File: config.mk
export PLATFORM = sky130hd
export DESIGN_NAME = pmod_jstk_responder
export DESIGN_NICKNAME = d
export VERILOG_FILES = /design/src/rtl/pmod_jstk_responder.sv
export SDC_FILE = /design/constraint.sdc
export NUM_CORES = 1
export LEC_CHECK = 0
export ABC_AREA = 1
export BUFFER_PORTS_ARGS = -buffer_cell sky130_fd_sc_hd__buf_2
export CAP_MARGIN = 20
export CORE_MARGIN = 5
export CORE_UTILIZATION = 30
export CTS_CLUSTER_SIZE = 14
export DETAILED_ROUTE_END_ITERATION = 8
export GPL_TIMING_DRIVEN = 0
export PLACE_DENSITY = 0.52
export SYNTH_ARGS = -nofsm -noshare
export SYNTH_HDL_FRONTEND = slang
export SYNTH_SLANG_ARGS = --single-unit
File: constraint.sdc
create_clock -name CLK -period 4.85 [get_ports CLK]
set_input_delay 0.485 -clock CLK [delete_from_list [all_inputs] [get_ports CLK]]
set_output_delay 0.485 -clock CLK [all_outputs]
set_load 0.02 [all_outputs]
File: src/rtl/pmod_jstk_responder.sv
// PmodJSTK emulator: SPI mode-0 slave serving X/Y/button frames, decoding LED byte.
// Define JSTK_FRAME_ERR_EN to add FRAME_ERR pulse and ERR_CNT counter outputs.
module pmod_jstk_responder #(
  parameter int         SYNC_STAGES = 2,
  parameter int         FRAME_BYTES = 5,
  parameter logic [5:0] CMD_PREFIX  = 6'b100000
) (
  input  logic       CLK,
  input  logic       RESET,
  input  logic       SS,
  input  logic       SCLK,
  input  logic       MOSI,
  output logic       MISO,
  input  logic [9:0] X_POS,
  input  logic [9:0] Y_POS,
  input  logic [2:0] BTN,
  output logic [1:0] LED_CMD,
  output logic       FRAME_DONE
`ifdef JSTK_FRAME_ERR_EN
  ,
  output logic       FRAME_ERR,
  output logic [7:0] ERR_CNT
`endif
);

  localparam int NBITS = 8 * FRAME_BYTES;
  localparam int CW    = $clog2(NBITS + 1);
  localparam logic [CW-1:0] CNT_MAX = CW'(NBITS);
  localparam logic [CW-1:0] CNT_CMD = CW'(7);

  localparam logic [1:0] IDLE    = 2'd0;
  localparam logic [1:0] ACTIVE  = 2'd1;
  localparam logic [1:0] WAIT_HI = 2'd2;

  logic [SYNC_STAGES-1:0] ss_sync;
  logic [SYNC_STAGES-1:0] sclk_sync;
  logic [SYNC_STAGES-1:0] mosi_sync;
  logic [SYNC_STAGES:0]   flush;
  logic                   ss_d;
  logic                   sclk_d;
  logic [1:0]             state;
  logic [CW-1:0]          bit_cnt;
  logic [39:0]            tx_shift;
  logic [7:0]             rx_shift;
  logic                   cmd_chk;
  logic                   pend_vld;
  logic [1:0]             pend_led;

  logic ss_s, sclk_s, mosi_s;
  logic armed, first;
  logic ss_fall, ss_rise, sclk_rise, sclk_fall;
  logic [39:0] snap;

  assign ss_s   = ss_sync[SYNC_STAGES-1];
  assign sclk_s = sclk_sync[SYNC_STAGES-1];
  assign mosi_s = mosi_sync[SYNC_STAGES-1];

  // Events are held off until the sync chains hold real pin samples.
  assign armed = flush[SYNC_STAGES];
  assign first = flush[SYNC_STAGES-1] & ~flush[SYNC_STAGES];

  assign ss_fall   = armed & ss_d & ~ss_s;
  assign ss_rise   = armed & ~ss_d & ss_s;
  assign sclk_rise = armed & ~sclk_d & sclk_s;
  assign sclk_fall = armed & sclk_d & ~sclk_s;

  assign snap = {X_POS[7:0], 6'b0, X_POS[9:8],
                 Y_POS[7:0], 6'b0, Y_POS[9:8],
                 5'b0, BTN};

  assign MISO = (state == ACTIVE) & tx_shift[39];

  always_ff @(posedge CLK or posedge RESET) begin
    if (RESET) begin
      ss_sync    <= '1;
      sclk_sync  <= '0;
      mosi_sync  <= '0;
      flush      <= '0;
      ss_d       <= 1'b1;
      sclk_d     <= 1'b0;
      state      <= IDLE;
      bit_cnt    <= '0;
      tx_shift   <= '0;
      rx_shift   <= '0;
      cmd_chk    <= 1'b0;
      pend_vld   <= 1'b0;
      pend_led   <= 2'b00;
      LED_CMD    <= 2'b00;
      FRAME_DONE <= 1'b0;
    end else begin
      ss_sync    <= {ss_sync[SYNC_STAGES-2:0], SS};
      sclk_sync  <= {sclk_sync[SYNC_STAGES-2:0], SCLK};
      mosi_sync  <= {mosi_sync[SYNC_STAGES-2:0], MOSI};
      flush      <= {flush[SYNC_STAGES-1:0], 1'b1};
      ss_d       <= ss_s;
      sclk_d     <= sclk_s;
      FRAME_DONE <= 1'b0;
      cmd_chk    <= 1'b0;

      if (cmd_chk) begin
        pend_vld <= (rx_shift[7:2] == CMD_PREFIX);
        pend_led <= rx_shift[1:0];
      end

      case (state)
        IDLE: begin
          if (first && !ss_s) begin
            state <= WAIT_HI;
          end else if (ss_fall) begin
            state    <= ACTIVE;
            tx_shift <= snap;
            bit_cnt  <= '0;
            pend_vld <= 1'b0;
          end
        end
        ACTIVE: begin
          // SS rise takes priority over any SCLK edge seen in the same cycle.
          if (ss_rise) begin
            state <= IDLE;
            if (bit_cnt == CNT_MAX) begin
              FRAME_DONE <= 1'b1;
              if (pend_vld) LED_CMD <= pend_led;
            end
          end else if (sclk_rise && bit_cnt != CNT_MAX) begin
            rx_shift <= {rx_shift[6:0], mosi_s};
            bit_cnt  <= bit_cnt + CW'(1);
            if (bit_cnt == CNT_CMD) cmd_chk <= 1'b1;
            if (bit_cnt == CNT_MAX - CW'(1)) state <= WAIT_HI;
          end else if (sclk_fall) begin
            tx_shift <= {tx_shift[38:0], 1'b0};
          end
        end
        WAIT_HI: begin
          if (ss_s) begin
            state   <= IDLE;
            bit_cnt <= '0;
            if (bit_cnt == CNT_MAX) begin
              FRAME_DONE <= 1'b1;
              if (pend_vld) LED_CMD <= pend_led;
            end
          end
        end
        default: state <= IDLE;
      endcase
    end
  end

`ifdef JSTK_FRAME_ERR_EN
  logic err_ev;

  assign err_ev = (state == ACTIVE && ss_rise && bit_cnt != CNT_MAX) ||
                  (armed && ss_s && ss_d && (sclk_rise || sclk_fall));

  always_ff @(posedge CLK or posedge RESET) begin
    if (RESET) begin
      FRAME_ERR <= 1'b0;
      ERR_CNT   <= 8'd0;
    end else begin
      FRAME_ERR <= err_ev;
      if (err_ev && ERR_CNT != 8'hFF) ERR_CNT <= ERR_CNT + 8'd1;
    end
  end
`endif

endmodule

== Word-level counts from Yosys, hierarchy flattened ==
Cells that the tools add are included.

* Output and inout port bits: 4
* Word-level logic and storage cells: 98
* Bits in registers: 74

* Equal/unequal tests: 18
* Add/subtract/negate cells: 1
* Reduce and logical (&&, ||, !) cells: 12
* Mux-type cells: 36
* Bitwise operators: 16

{| class="wikitable"
|+ Operator list
! operator !! number
|-
| 2-to-1 mux 40 bit || 5
|-
| case mux 40 bit (2 select lines) || 1
|-
| 2-to-1 mux 6 bit || 5
|-
| 2-to-1 mux 2 bit || 10
|-
| equality test 6 bit (second input constant) || 3
|-
| case mux 6 bit (3 select lines) || 1
|-
| inequality test 2 bit (second input constant) || 7
|-
| AND reduction 6 bit || 2
|-
| 2-to-1 mux 1 bit || 11
|-
| bitwise AND 1 bit || 10
|-
| adder 6 x 1 -> 6 bit (second input constant) || 1
|-
| equality test 6 x 3 -> 1 bit (second input constant) || 1
|-
| inequality test 3 x 2 -> 1 bit (second input constant) || 2
|-
| inequality test 6 bit (second input constant) || 1
|-
| NOT 1 bit || 6
|-
| case mux 2 bit (3 select lines) || 1
|-
| AND reduction 3 bit || 2
|-
| case mux 2 bit (2 select lines) || 1
|-
| AND reduction 4 bit || 1
|-
| nonzero test 2 bit || 2
|-
| inequality test 3 bit (second input constant) || 1
|-
| nonzero test 3 bit || 1
|-
| equality test 2 x 1 -> 1 bit (second input constant) || 1
|-
| equality test 2 bit (second input constant) || 1
|-
| 5 further kinds || 6
|}

== Depth between registers and ports, before layout ==
Gate-level depths: netlist of the first run.

* Depth in word-level cells: 7
* Depth in mapped cells: 12

== Worst setup path after synthesis of the first run ==
OpenSTA, ideal clock, no wires.

* Path kind: flip-flop to output port
* From: register state[1]
* To: output port MISO
* Buffers on the path: 3
* Setup slack: 3.065 ns
* Stages on the path, launching flop included: 8
* Data required time: 4.365 ns
* Arrival time: 1.300 ns
* Path through: dfrtp_1 inv_1 ha_1 buf_2 buf_2 buf_2 nand2_1 inv_1

* Word-level cells in the longest chain between the ends: 2

{| class="wikitable"
|+ Ends and longest elaborated chain
! element !! line !! source
|-
| from (decl) || 41 || <nowiki>logic [1:0] state;</nowiki>
|-
| from (signal assigned) || 81 || <nowiki>state <= IDLE;</nowiki>
|-
| from (signal assigned) || 108 || <nowiki>state <= WAIT_HI;</nowiki>
|-
| from (signal assigned) || 110 || <nowiki>state <= ACTIVE;</nowiki>
|-
| equality test 2 x 1 -> 1 bit || 71 || <nowiki>assign MISO = (state == ACTIVE) & tx_shift[39];</nowiki>
|-
| bitwise AND 1 bit || 71 ||
|-
| to (decl) || 13 || <nowiki>output logic MISO,</nowiki>
|}

No other way between the ends.

== Worst setup path after layout of the first run ==
Same ends and word-level chain as after synthesis.

==> results_dict.tcl, run 1 <==
set metrics [dict create \
    latest_clock_arrival_within_the_worst_skew_pair_ns 0.34 \
    tightest_slew_ns 0.590 \
    finalWirelength_um 7720 \
    use_met1 0.174 \
    synthDistinctLibCells 22 \
    postLayoutSetupSlackWorst_ns 2.38 \
    synth-edff-count 0 \
    synth-simple-area-share 0.349 \
    yosys.area_share.adder 0.0210 \
    layout_cell_share_with_drive_strength_beyond_1 0.151 \
    fp.coreArea_um2 11600 \
    dominant_combinational_cell_family_by_area_after_synthesis "simple AND/OR/NAND/NOR gates" \
    critical_path_required_ns 4.37 \
    detailroute.via_count 2919 \
    post_synth.cell_area_avg_um2 7.61 \
    synth_ff_type "sky130_fd_sc_hd__dfrtp_1" \
    min_period_ns 2.47 \
    crit_buf_inv 6 \
    post_place_setup_slack_ns 2.72 \
    synth.top_cell.area_share 0.497 \
    synth.area.mux_share 0 \
    holdCritPathClass "in2async" \
    worst_path_dominant_cell_family "buffers and inverters" \
    critical_path.startpoint_type "flip-flop" \
    timing.critical_path.mode_cell "sky130_fd_sc_hd__buf_2" \
    mappedNetlistArea_um2 3580 \
    multi_input_area_um2 1430 \
    tritoncts_clock_tree "yes" \
    n_antenna_cell 0 \
    hpwlAfterDp_um 5290 \
    slew_violations 0 \
    post_cts_resized 0 \
    clock_edge_transition_at_the_registers_on_the_reported_setup_and_hold_paths_ns 0.06 \
    skew_final_ns 0.00872 \
    synth.top_cells.by_area "sky130_fd_sc_hd__dfrtp_1 50%, sky130_fd_sc_hd__nand2_1 23%, sky130_fd_sc_hd__nand3_1 7.8%" \
    register_bit_count_reported_by_yosys 74 \
    crit_fanout 10 \
    cell_pwr_density_nw_per_um2 587 \
    ir_drop_mv 0.202 \
    placement.cell_area_um2 3940 \
    gp_congestion 0.799 \
    drt_first_iter_violations 188 \
    cts.repair_timing.setup_buffer_count 0 \
    nFillCells 1180 \
    cts_sinks 74 \
    cts_hold_buf 0 \
    vias_in_the_first_global_route 2904 \
    yosys.cell_count.top_type "sky130_fd_sc_hd__nand2_1" \
    finalSetupViolations 0 \
    cts-root-to-sink-buffers 2 \
    crit_path_cell_trace "inv_1 > ha_1 > buf_2 > buf_2 > buf_2 > nand2_1 > inv_1 > buf_2" \
    grt_setup_unrepaired "no" \
    maximum_number_of_pins_on_one_net_before_global_route_repair 52 \
    drt_first_pass_iters 4 \
    synth-warning-count 0 \
    htree_num_levels 3 \
    slowest_stage "sky130_fd_sc_hd__dfrtp_1" \
    synth_top_cell_by_area "sky130_fd_sc_hd__dfrtp_1" \
    critPathMaxStageDelay_ns 0.42 \
    drt-wirelength-per-cell_um 11.7 \
    result_of_the_run "complete, no violations" \
    first_pass_grt_wire_length_um 14000 \
    tns_ns 0 \
    gr-max-usage-layer "met1" \
    ios 32 \
    critical_path_sink_type "output pin" \
    synth_cells 470 \
    cap_viol_max_count 0 \
    via_to_cell_ratio 4.42 \
    area.sequential_um2 1860 \
    fmax_mhz 405 \
    hold_viol 0 \
    number_of_antenna_violations_at_the_first_check_in_global_routing 0 \
    maxSlewHeadroom 0.607 \
    grt_remaining_overflow 0 \
    arrival_time_reported_for_the_critical_path_endpoint_ns 1.99 \
    die-height_um 119 \
    tritoncts.num_buffers 9 \
    portion_of_the_post_synthesis_area_used_by_sequential_elements 0.519 \
    launch_point_of_the_critical_path "state[1]$_DFFE_PP0P_" \
    start_util 0.309 \
    floorplan.rows 39 \
    layout-area-overhead-vs-synth_pct 19.7 \
    path_class "reg2out" \
    floorplan.die.width_um 119 \
    compound_gate_portion_of_the_synthesized_area 0.0283 \
    syn_nets 504 \
    ant_nets 0 \
    synth_xor_xnor_area_share 0 \
    port-buffer-count 31 \
    ys_async_sr_fraction 1.00 \
    p_leak_uw 0.00244 \
    route.detailed.drc 0 \
    post_synth_most_frequent_cells "223 x sky130_fd_sc_hd__nand2_1, 71 x sky130_fd_sc_hd__dfrtp_1, 56 x sky130_fd_sc_hd__nand3_1" \
    final_min_period_over_clock_period 0.510 \
    post-route-cell-area_um2 4280 \
    grt_use_met2 0.170 \
    nNetsFinal 547 \
    cts_root_buffer "sky130_fd_sc_hd__clkbuf_16" \
    global_route.usage.total 0.121 \
    die_area_um2 14200 \
    globalRouteMet3Util 0.0308 \
    reg2reg_from "state[1]$_DFFE_PP0P_" \
]
## logic make-up after synthesis
kind of cell             count (synthesis)
adder cells (fa/ha/maj)                  6
other                                    1
AND/OR/NAND/NOR                        304
buffers and inverters                   65
flip-flops                              74
AO/OA/AOI/OAI                           20
## worst reg2reg max path: stages (launching register included)
cell	delay [ns]
sky130_fd_sc_hd__dfrtp_1	0.40
sky130_fd_sc_hd__inv_1	0.08
sky130_fd_sc_hd__ha_1	0.17
sky130_fd_sc_hd__buf_2	0.17
sky130_fd_sc_hd__inv_1	0.18
sky130_fd_sc_hd__buf_1	0.44
sky130_fd_sc_hd__nand2_1	0.15
sky130_fd_sc_hd__nand2_1	0.09
sky130_fd_sc_hd__nand3_1	0.07
sky130_fd_sc_hd__nand2_1	0.07
## layer usage
layer | share of wire | up-vias
met5 | 0 | -
met4 | 0.017 | 0
met3 | 0.050 | 7
met2 | 0.42 | 59
met1 | 0.52 | 1318
li1 | - | 1535
## layout make-up
cell class / instances / area share
buffer: 22 / 0.0313
tap: 143 / 0.0418
sequential: 74 / 0.433
clock buffer: 12 / 0.0622
timing repair buffer: 32 / 0.0427
multi-input combinational: 331 / 0.333
clock inverter: 4 / 0.0169
inverter: 43 / 0.0383
## power breakdown
| group | switching [µW] | internal, µW | leakage [µW] |
|---|---|---|---|
| Clock | 251 | 491 | 0.000165 |
| Combinational | 631 | 299 | 0.00131 |
| Sequential | 79.7 | 760 | 0.000965 |
## path summary, 6_finish.rpt
path	to	slack [ns]	depth (start not counted)
min in group CLK	ss_sync[0]$_DFF_PP1_	0.25	1
min reg2reg	sclk_sync[1]$_DFF_PP0_	0.35	0
max in group asynchronous	ss_sync[0]$_DFF_PP1_	4.13	3
max reg2reg	tx_shift[24]$_DFFE_PP0P_	2.97	9
max	MISO	2.38	8
min	LED_CMD[0]$_DFFE_PP0P_	0.12	2
## cells in the final DEF, fill, tap and decap left out, types with 2 or more instances in the layout
cell type,instances
sky130_fd_sc_hd__nand2_1,223
sky130_fd_sc_hd__dfrtp_1,71
sky130_fd_sc_hd__nand3_1,56
sky130_fd_sc_hd__buf_2,45
sky130_fd_sc_hd__inv_1,41
sky130_fd_sc_hd__nor2_1,14
sky130_fd_sc_hd__clkbuf_16,9
sky130_fd_sc_hd__o21ai_0,8
sky130_fd_sc_hd__o21ai_1,6
sky130_fd_sc_hd__ha_1,6
sky130_fd_sc_hd__a21oi_1,5
sky130_fd_sc_hd__nand2_2,4
sky130_fd_sc_hd__nand4_1,4
sky130_fd_sc_hd__buf_6,4
sky130_fd_sc_hd__clkbuf_8,3
sky130_fd_sc_hd__dfstp_2,3
sky130_fd_sc_hd__nor2_4,2
sky130_fd_sc_hd__clkbuf_1,2
sky130_fd_sc_hd__bufinv_16,2
## sequential cells by signal, summed over array words and instances, names as in the netlist
signal and flops:
tx_shift 40, rx_shift 8, bit_cnt 6, flush 3, LED_CMD 2, mosi_sync 2, pend_led 2, sclk_sync 2
ss_sync 2, state 2, FRAME_DONE 1, cmd_chk 1, pend_vld 1, sclk_d 1, ss_d 1
## stage by stage
| stage | total power (µW) | std cells | utilization | hold WS, ns |
|---|---|---|---|---|
| 2_1_floorplan | 1530 | 470 | - | 0.331 |
| 3_3_place_gp | 1770 | 644 | 0.338 | 0.336 |
| 5_1_grt | 2730 | 661 | 0.370 | 0.140 |
| 3_5_place_dp | 1790 | 645 | 0.341 | 0.335 |
| 6_report | 2510 | 661 | 0.370 | 0.116 |
| 4_1_cts | 2550 | 661 | 0.370 | 0.117 |
No activity file was read; power rests on OpenSTA's default activity.
==> inputs of run 2 (changes only) <==
--- a/config.mk
+++ b/config.mk
@@ -5,7 +5,7 @@
 export SDC_FILE = /design/constraint.sdc
 export NUM_CORES = 1
 export LEC_CHECK = 0
-export ABC_AREA = 1
+export ABC_AREA = 0
 export BUFFER_PORTS_ARGS = -buffer_cell sky130_fd_sc_hd__buf_2
 export CAP_MARGIN = 20
 export CORE_MARGIN = 5
==> constraint.sdc (replaced) <==
create_clock -name CLK -period 2.4 [get_ports CLK]
set_input_delay 0.24 -clock CLK [delete_from_list [all_inputs] [get_ports CLK]]
set_output_delay 0.24 -clock CLK [all_outputs]
set_load 0.02 [all_outputs]
==> run 2 against run 1 <==
  * Setup slack got worse by 2.1 ns
  * Final area shrank 2.3%
  * Sequential power rose by 110%
  * Synthesized cell count down 42%
  * Combinational power is 66% higher
  * Register-to-register slack got worse by 2.7 ns
  * Sequential share of layout area rose by 1.0 points
  * Total power increased by 85%
  * Wire length decreased by 20%
  * Utilization fell by 0.40 points
  * Critical path type is now reg2reg
==> results_dict.tcl, run 2 <==
set metrics [dict create \
    r2r_slack_ns 0.26 \
    maximum_number_of_pins_on_one_net_before_global_route_repair 64 \
    slowest_stage "sky130_fd_sc_hd__clkbuf_1" \
    cts_sinks 74 \
    p_sw_frac 0.306 \
    cell_pwr_density_nw_per_um2 1110 \
    port-buffer-count 31 \
    critical_path.startpoint_type "flip-flop" \
    ios 32 \
    critical_path_sink_type "flip-flop" \
    die_area_um2 13900 \
    post_synth.cell_area_avg_um2 12.7 \
    arrival_time_reported_for_the_critical_path_endpoint_ns 2.34 \
    tritoncts_clock_tree "yes" \
    critPathCapture "tx_shift[35]$_DFFE_PP0P_" \
    latest_clock_arrival_within_the_worst_skew_pair_ns 0.33 \
    largest_registers_in_the_final_layout "tx_shift x40, rx_shift x8, bit_cnt x6" \
    route.detailed.drc 0 \
    path_class "reg2reg" \
    gp_congestion 0.750 \
    register_bit_count_reported_by_yosys 74 \
    post-route-cell-area_um2 4180 \
    ys_async_sr_fraction 1.00 \
    cell_internal_pwr_uw 3220 \
    detailroute.via_count 2087 \
    via_to_cell_ratio 4.47 \
    yosys.cell_count.top_type "sky130_fd_sc_hd__dfrtp_1" \
    cts_root_buffer "sky130_fd_sc_hd__clkbuf_16" \
    number_of_antenna_violations_at_the_first_check_in_global_routing 0 \
    area.sequential_um2 1860 \
    p_comb_frac 0.335 \
    top_register "tx_shift" \
    postLayoutSetupSlackWorst_ns 0.264 \
    critical_path_required_ns 2.61 \
    multi_input_area_um2 1430 \
    fp.coreArea_um2 11400 \
    layout-area-overhead-vs-synth_pct 20.0 \
    synth-edff-count 0 \
    worst_path_dominant_cell_family "buffers and inverters" \
    slew_violations 0 \
    synth-warning-count 0 \
    post_place_setup_slack_ns 0.203 \
    clockPowerShare 0.293 \
    portion_of_the_post_synthesis_area_used_by_sequential_elements 0.533 \
    global_route.usage.total 0.0969 \
    drt_first_pass_iters 4 \
    cap_viol_max_count 0 \
    synth.top_cells.by_area "sky130_fd_sc_hd__dfrtp_1 51%, sky130_fd_sc_hd__mux2_2 11%, sky130_fd_sc_hd__mux2_1 7.4%" \
    synth.top_cell.area_share 0.510 \
    synth_ff_type "sky130_fd_sc_hd__dfrtp_1" \
    hp-start "MOSI" \
    post_synth_most_frequent_cells "71 x sky130_fd_sc_hd__dfrtp_1, 34 x sky130_fd_sc_hd__mux2_2, 28 x sky130_fd_sc_hd__inv_1" \
    htree_num_levels 3 \
    nNetsFinal 353 \
    tightest_slew_ns 0.616 \
    reg2reg_from "state[1]$_DFFE_PP0P_" \
    regToRegEndpoint "tx_shift[35]$_DFFE_PP0P_" \
    crit_fanout 18 \
    result_of_the_run "complete, no violations" \
    p_leak_uw 0.00185 \
    finalWirelength_um 6170 \
    place.detailed.instances 449 \
    launch_point_of_the_critical_path "state[1]$_DFFE_PP0P_" \
    cts.repair_timing.setup_buffer_count 0 \
    leading_cell_types_in_the_layout_fill_and_taps_excluded "71 x sky130_fd_sc_hd__dfrtp_1, 34 x sky130_fd_sc_hd__mux2_2, 31 x sky130_fd_sc_hd__buf_2" \
    max_reg_flops 40 \
    tritoncts.num_buffers 9 \
    synthDistinctLibCells 48 \
    crit_path_cell_trace "inv_1 > ha_1 > buf_4 > clkbuf_1 > mux2_2 > mux2_1" \
    start_util 0.305 \
    n_antenna_cell 0 \
    hpwlAfterDp_um 4330 \
    post_layout_power_uw 4640 \
    critPathMaxStageDelay_ns 0.47 \
    p_sw_uw 1420 \
    instances_no_fill 467 \
    drt-wirelength-per-cell_um 13.2 \
    grt_setup_unrepaired "no" \
    cts-root-to-sink-buffers 2 \
    postLayoutCoreUtil 0.366 \
    nFillCells 1147 \
    fmax_mhz 468 \
    synth_cells 274 \
    placement.cell_area_um2 3850 \
    ir_drop_mv 0.458 \
    layout.cells.most_common "sky130_fd_sc_hd__dfrtp_1" \
    min_period_ns 2.14 \
    drt_first_iter_violations 49 \
    syn_nets 308 \
    holdCritPathClass "in2reg" \
    floorplan.rows 39 \
    mappedNetlistArea_um2 3480 \
    synth_top_cell_by_area "sky130_fd_sc_hd__dfrtp_1" \
    crit_buf_inv 3 \
    die-height_um 118 \
    floorplan.die.width_um 118 \
    clock_edge_transition_at_the_registers_on_the_reported_setup_and_hold_paths_ns 0.05 \
    first_pass_grt_wire_length_um 10800 \
    path_depth 6 \
    ant_nets 0 \
    share_of_total_power_in_sequential_cells 0.372 \
    skew_final_ns 0.00668 \
    hold_viol 0 \
    timing.reg2reg.worst_path_depth 6 \
    maxSlewHeadroom 0.586 \
    grt_remaining_overflow 0 \
    layout_cell_share_with_drive_strength_beyond_1 0.315 \
    final_min_period_over_clock_period 0.890 \
    finalSetupViolations 0 \
    vias_in_the_first_global_route 2139 \
]
==> run 2: worst min path at each step <==
stage,to,slack (ns),depth (start not counted)
after floorplan,ss_sync[0]$_DFF_PP1_,0.24,0
after global placement,mosi_sync[1]$_DFF_PP0_,0.33,0
after detailed placement,tx_shift[13]$_DFFE_PP0P_,0.17,2
after CTS,sclk_sync[0]$_DFF_PP0_,0.0009,1
after global routing,mosi_sync[0]$_DFF_PP0_,0.02,1
final,mosi_sync[0]$_DFF_PP0_,0.03,1
==> run 2: power groups by stage <==
stage / logic (µW) / registers (µW) / clock network, µW
after floorplan: 1300 / 1700 / 0
after detailed placement: 1590 / 1750 / 0
after global placement: 1560 / 1740 / 0
after CTS: 1590 / 1730 / 1410
after global routing: 1740 / 1770 / 1460
final: 1550 / 1730 / 1360
==> run 2: repair_timing <==
action / in CTS / in global routing
gates resized for setup: 1 / 0
hold buffers: 2 / 1
endpoints found under the setup margin: 1 / 0
endpoints found under the hold margin: 12 / 1
==> run 2: stage by stage <==
stage          TNS (ns)  hold WS, ns
6_report              0       0.0288
5_1_grt               0       0.0159
4_1_cts               0     0.000900
3_5_place_dp          0        0.170
3_3_place_gp     -51.77        0.332
2_1_floorplan         0        0.244
==> run 2: area by class of cell <==
cell class / instances / area share
flip-flops and latches: 74 / 0.444
clock buffers: 12 / 0.0613
plain buffers: 12 / 0.0218
inverters: 28 / 0.0257
multi-input cells: 159 / 0.342
clock inverters: 4 / 0.0120
well taps: 143 / 0.0428
repair buffers: 35 / 0.0509
==> run 2: cells by family (layout without fill, tap and decap cells) <==
family                   after synthesis  after routing  share of synthesized area
flip-flops                            74             74                      0.533
AND/OR/NAND/NOR                       51             51                     0.0797
other                                  1              1                    0.00108
buffers and inverters                 41             91                     0.0571
multiplexers                          77             77                      0.242
adder cells (fa/ha/maj)                6              6                     0.0216
AO/OA/AOI/OAI                         24             24                     0.0661
==> run 2: routing by layer <==
metal	up-vias	track usage	share of wire
li1	1035	-	-
met1	1021	0.133	0.50
met2	27	0.133	0.44
met3	4	0.0317	0.039
met4	0	0.0538	0.012
met5	-	0	0
